[config.mk]
export PLATFORM = sky130hd
export DESIGN_NAME = rr_arbiter4
export DESIGN_NICKNAME = d
export VERILOG_FILES = /design/src/rtl/rr_arbiter4.sv
export SDC_FILE = /design/constraint.sdc
export NUM_CORES = 1
export LEC_CHECK = 0
export ABC_AREA = 1
export BUFFER_PORTS_ARGS = -buffer_cell sky130_fd_sc_hd__buf_2
export CORE_UTILIZATION = 40
export DETAILED_ROUTE_END_ITERATION = 6
export PLACE_DENSITY_LB_ADDON = 0.08
export SLEW_MARGIN = 20
export SYNTH_ARGS = -nofsm -noshare
export SYNTH_HDL_FRONTEND = slang
export SYNTH_SLANG_ARGS = --single-unit
[constraint.sdc]
create_clock -name clk -period 2.2 [get_ports clk]
set_input_delay 0.11 -clock clk [delete_from_list [all_inputs] [get_ports clk]]
set_output_delay 0.11 -clock clk [all_outputs]
set_load 0.01 [all_outputs]
[src/rtl/rr_arbiter4.sv]
// rr_arbiter4: four-way round-robin arbiter with registered one-hot grant,
// encoded index and bounded tenure per owner.
module rr_arbiter4 #(
    parameter int MAX_HOLD = 8
) (
    input  logic       clk,
    input  logic       rst_n,
    input  logic [3:0] req,
    output logic [3:0] gnt,
    output logic [1:0] gnt_idx,
    output logic       gnt_valid
);
    typedef enum logic {IDLE, GRANT} state_t;

    state_t     state;
    logic [1:0] owner, ptr, win;
    logic [3:0] hold_cnt, others;
    logic       expired, take;

    function automatic logic [1:0] pick(input logic [3:0] r, input logic [1:0] s);
        pick = s;
        for (int k = 3; k >= 0; k--)
            if (r[s + 2'(k)]) pick = s + 2'(k);
    endfunction

    // While granted the search starts after the owner, so a pre-empting owner ranks last
    always_comb begin
        win     = pick(req, (state == GRANT) ? owner + 2'd1 : ptr);
        others  = req & ~(4'b0001 << owner);
        expired = hold_cnt == 4'(MAX_HOLD);
        take    = (state == IDLE) ? |req : (!req[owner] || expired) && |others;
    end

    always_ff @(posedge clk or negedge rst_n) begin
        if (!rst_n) begin
            state     <= IDLE;
            owner     <= 2'd0;
            ptr       <= 2'd0;
            hold_cnt  <= 4'd0;
            gnt       <= 4'd0;
            gnt_idx   <= 2'd0;
            gnt_valid <= 1'b0;
        end else if (take) begin
            state     <= GRANT;
            owner     <= win;
            ptr       <= win + 2'd1;
            hold_cnt  <= 4'd1;
            gnt       <= 4'b0001 << win;
            gnt_idx   <= win;
            gnt_valid <= 1'b1;
        end else if (state == GRANT && !req[owner]) begin
            state     <= IDLE;
            gnt       <= 4'd0;
            gnt_idx   <= 2'd0;
            gnt_valid <= 1'b0;
        end else if (state == GRANT) begin
            hold_cnt  <= expired ? 4'd1 : hold_cnt + 4'd1;
        end
    end
endmodule

-- Yosys cells after proc, flatten, opt, wreduce, memory -nomap -nowiden
Index checks and enable logic that the tools add are counted.
- shift operators: 2
- add/subtract/negate cells: 6
- bitwise gates (word level): 2
- multiplexer cells: 26
- $lt $le $gt $ge: 5
- equal/unequal tests: 2
- reductions and logical operators: 9
- operators by type and width (cell ; count):
    $mux W4 ; 6
    $lt A2 B3 Y1 const B ; 5
    $mux W2 ; 7
    $bmux W1 S2 ; 5
    $mux W1 ; 8
    $reduce_or A4 Y1 ; 2
    $shl A1 B2 Y4 const A ; 2
    $add A2 B1 Y2 const B ; 3
    $add A2 B2 Y2 const B ; 2
    $add A4 B1 Y4 const B ; 1
    $and A4 B4 Y4 ; 1
    $eq A4 B4 Y1 const B ; 1
    $not A4 Y4 ; 1
    $reduce_bool A2 Y1 ; 2
    $logic_and A1 B1 Y1 ; 2
    $ne A2 B2 Y1 const B ; 1
    $reduce_and A2 Y1 ; 1
    $logic_not A1 Y1 ; 1
    $logic_or A1 B1 Y1 ; 1
- bits in registers: 15
- input port bits: 6

-- Logic depth before layout (Yosys ltp)
- depth after elaboration: 11
- gate-level depth with buffers: 17

-- Least setup slack after synthesis
Ideal clock, no wire load.
- kind: reg-to-reg
- start: reg owner[0]
- end: reg ptr[1]
- path buffers: 0
- slack: 374 ps
- period minus slack after synthesis: 1826 ps
- cell stages (with the launch flop): 17
- arrival: 1701 ps
- cell sequence: dfrtp_1 inv_2 ha_1 inv_1 nand2_1 nand2_1 nand2_1 nand2_1 nand2_1 nand2_2 inv_1 nand2_2 nand2_2 nand2_2 nand2_4 nand3_1 nand3_1
- cells in the longest elaborated chain, start to end: 10
- elaborated cells on any way between the ends: 28
- RTL lines (what ; line ; source):
    from (decl) ; 16 ; logic [1:0] owner, ptr, win;
    from (signal assigned) ; 45 ; owner <= win;
    $add A2 B1 Y2 ; 28 ; win = pick(req, (state == GRANT) ? owner + 2'd1 : ptr);
    $mux W2 ; 28 ;
    $add A2 B2 Y2 ; 23 ; if (r[s + 2'(k)]) pick = s + 2'(k);
    $bmux W1 S2 ; 23 ;
    $mux W1 (implied by the code) ; 23 ;
    $mux W2 (4 in series) ; 23 ;
    $add A2 B1 Y2 ; 46 ; ptr <= win + 2'd1;
    to (signal assigned) ; 46 ;
    to (decl) ; 16 ;
Several ways; a longest one is shown, not always the timed one. The select of a mux whose other input is x is not followed.
A chain may end at the register's enable or synchronous reset.

-- Worst setup path after layout
- start: reg owner[1]
- end: reg ptr[1]
The elaborated chain is that of the path after synthesis.

==> flow_summary_export.csv <==
group,metric,value,unit
sta,setup_tns,0,ns
clock_tree,numClockSinks,15,
sta,min_period,1.97,ns
clock_tree,insertion_delay,0.27,ns
sta,fin_skew,0.00174,ns
placement,portBuffers,12,
worst_setup_path,reg2reg_depth,16,
layout,finalCoreUtilization,0.483,
sta,max_slew.worst_pin.slew,0.410,ns
worst_setup_path,r2r_slack,0.23,ns
worst_setup_path,cpMaxStageDelayCell,"dfrtp_1",
logic_synthesis,synth_ff_type,"dfrtp_1",
clock_tree,clkTransAtPathRegs,0.09,ns
worst_setup_path,path_cells,"inv_1 -> ha_1 -> inv_1 -> nand2_1 -> nand2_1 -> nand2_1 -> nand2_1 -> nand2_1 -> nand2_2 -> inv_1 -> nand2_2 -> nand2_2 -> nand2_2 -> nand2_4 -> nand3_1 -> nand3_1",
global_routing,grt_use_met3,0.0167,
global_routing,grt.total_usage,0.172,
detailed_routing,drt_pre_antenna_iters,5,
global_routing,antenna_found_initial,0,
clock_tree,postCtsSetupBuffers,0,
logic_synthesis,syn_nets,163,
global_routing,grt-busiest-layer,"met2",
logic_synthesis,synth_area,1110,µm²
worst_setup_path,critical_path_arrival,2.13,ns
layout,final_nets,180,
floorplan,die_h,54.6,µm
clock_tree,htree_levels,1,
placement,placed_area,1190,µm²
detailed_routing,drt_iter0_drc,13,
logic_synthesis,synth.avg_cell_area,7.32,µm²
floorplan,io_pins,13,
worst_setup_path,startpoint_type,"flop",
detailed_routing,antenna_left,0,
global_routing,grt_pass1_wl,3.70,mm
sta,layout_worst_path_cycle_share,0.897,
placement,place_congestion,0.787,
floorplan,dieArea,2980,µm²
placement,dp_cells,192,
sta,setup_viol,0,
floorplan,coreArea,2540,µm²
detailed_routing,wl_per_cell,11.0,µm
clock_tree,cts_tree,"done",
sta,report.final.slew_viol_count,0,
logic_synthesis,synth-warning-count,0,
worst_setup_path,path_common_cell,"nand2_1",
floorplan,rows,18,
global_routing,grt_use_met2,0.329,
sta,rsz0062_at_grt,"false",
worst_setup_path,slowest_delay,0.42,ns
clock_tree,cts_root_buf,"clkbuf_4",
layout,final_area,1230,µm²
logic_synthesis,seq_area_frac_synth,0.339,
detailed_routing,num_vias,967,
worst_setup_path,r2r_end,"ptr[1]$_DFFE_PN0N_",
worst_setup_path,crit_fanout,4,
logic_synthesis,synth-async-reset-ratio,1.00,
global_routing,grt_max_degree,16,
global_routing,grt_util_met1,0.197,
flow_run,max-cap-violations,0,
worst_setup_path,crit_type,"reg2reg",
sta,max_slew_margin,0.727,
floorplan,start_util,0.435,
worst_setup_path,cp-end-kind,"flop",
floorplan,die_x,54.6,µm
hold_path,hold_path_class,"in2async",
sta,fmax,507,MHz
placement,dp_hpwl,1.77,mm
sta,hold_viol_final,0,
clock_tree,cts_buffers,3,
logic_synthesis,synth_seq_cells,15,
global_routing,grt_overflow,0,
worst_setup_path,r2r_start,"owner[1]$_DFFE_PN0N_",
clock_tree,clockBufferDepth,2,
layout,area_growth,11.2,%
detailed_routing,drt-total-wl,2.17,mm
outcome,outcome,"complete, no violations",
logic_synthesis,postSynthCellCount,151,
layout,diodes,0,
logic_synthesis,synth_cell_types,28,
layout,drive_gt1_frac,0.257,
global_routing,first_global_vias,913,
logic_synthesis,synth-edff-count,0,
layout,instances_no_fill,197,
detailed_routing,routed_via_density,4.91,
detailed_routing,drc_errors,0,
worst_setup_path,cp.required,2.36,ns
worst max-delay path: cells and delay by family (launching register included):
kind | cells | cell delay [ns]
AND/OR/NAND/NOR | 12 | 0.92
flip-flops | 1 | 0.42
buffers and inverters | 3 | 0.27
adder cells (fa/ha/maj) | 1 | 0.27
metal layers:
layer  share of wire  vias to the layer above
met5               0                        -
li1                -                      509
met3           0.021                        2
met4          0.0074                        0
met1            0.46                      444
met2            0.51                       12
sequential cells by signal, summed over array words and instances (netlist names):
signal	flops
ptr	2
gnt_idx	2
hold_cnt	4
gnt	4
owner	2
state	1
Yosys cell counts (2+ instances only):
cell type | n | share of area
nor2_1 | 2 | 0.0068
o21ai_1 | 2 | 0.0091
a21oi_1 | 2 | 0.0091
nand3_1 | 15 | 0.068
inv_1 | 18 | 0.061
o21ai_0 | 8 | 0.036
dfrtp_1 | 15 | 0.34
nand2_1 | 46 | 0.16
ha_1 | 6 | 0.068
o21ai_2 | 2 | 0.016
inv_2 | 5 | 0.017
nand2_2 | 10 | 0.057
nand2_4 | 5 | 0.051
cell type report:
cell class	count	area [µm²]
repair buffers	13	70.1
flip-flops and latches	15	377
clock buffers	4	26.3
well taps	30	37.5
fillers	262	1320
multi-input cells	111	624
inverters	24	95.1
stage by stage:
step / setup WS, ns / hold slack, ns
final: 0.226 / 0.257
after global routing: 0.0132 / 0.279
after global placement: 0.220 / 0.0318
after floorplan: 0.374 / -0.186
after CTS: 0.151 / 0.268
after detailed placement: 0.171 / 0.0304
what timing repair did:
item                                   in CTS  in global routing
endpoints found under the hold margin      15                  0
gates resized for setup                     0                  1
setup endpoints to repair                   0                  2
hold buffers                                1                  0
logic make-up after synthesis:
kind of cell               Yosys count  synth area share
adders and majority gates            6            0.0679
xor gates and xnor gates             1           0.00792
and+or+nand+nor                     85             0.386
DFF                                 15             0.339
AOI/OAI and AO/OA                   19             0.103
buffers and inverters               25            0.0962
worst max-delay path by stage:
stage	startpoint	endpoint
finish	owner[1]$_DFFE_PN0N_	ptr[1]$_DFFE_PN0N_
CTS	owner[0]$_DFFE_PN0N_	ptr[1]$_DFFE_PN0N_
detailed placement	owner[0]$_DFFE_PN0N_	ptr[1]$_DFFE_PN0N_
global route	owner[1]$_DFFE_PN0N_	ptr[1]$_DFFE_PN0N_
global placement	owner[0]$_DFFE_PN0N_	ptr[1]$_DFFE_PN0N_
floorplan	owner[0]$_DFFE_PN0N_	ptr[1]$_DFFE_PN0N_
cells in the final DEF, fill, tap and decap left out, drive strengths merged:
master	synthesis	final
o21ai	12	12
o22ai	1	1
dfrtp	15	15
o21a	1	1
xor2	1	1
and2	1	1
or2	1	1
ha	6	6
nor2	4	4
nor3	1	1
inv	24	24
o211ai	1	1
buf	1	12
clkbuf	0	4
dlygate4sd3	0	1
a21oi	2	2
nand3	16	16
nand2	61	61
o31ai	1	1
a21boi	1	1
nand4	1	1
Power is not shown: default switching activity piles up to over one toggle a cycle in this logic, so the estimate is an artifact.
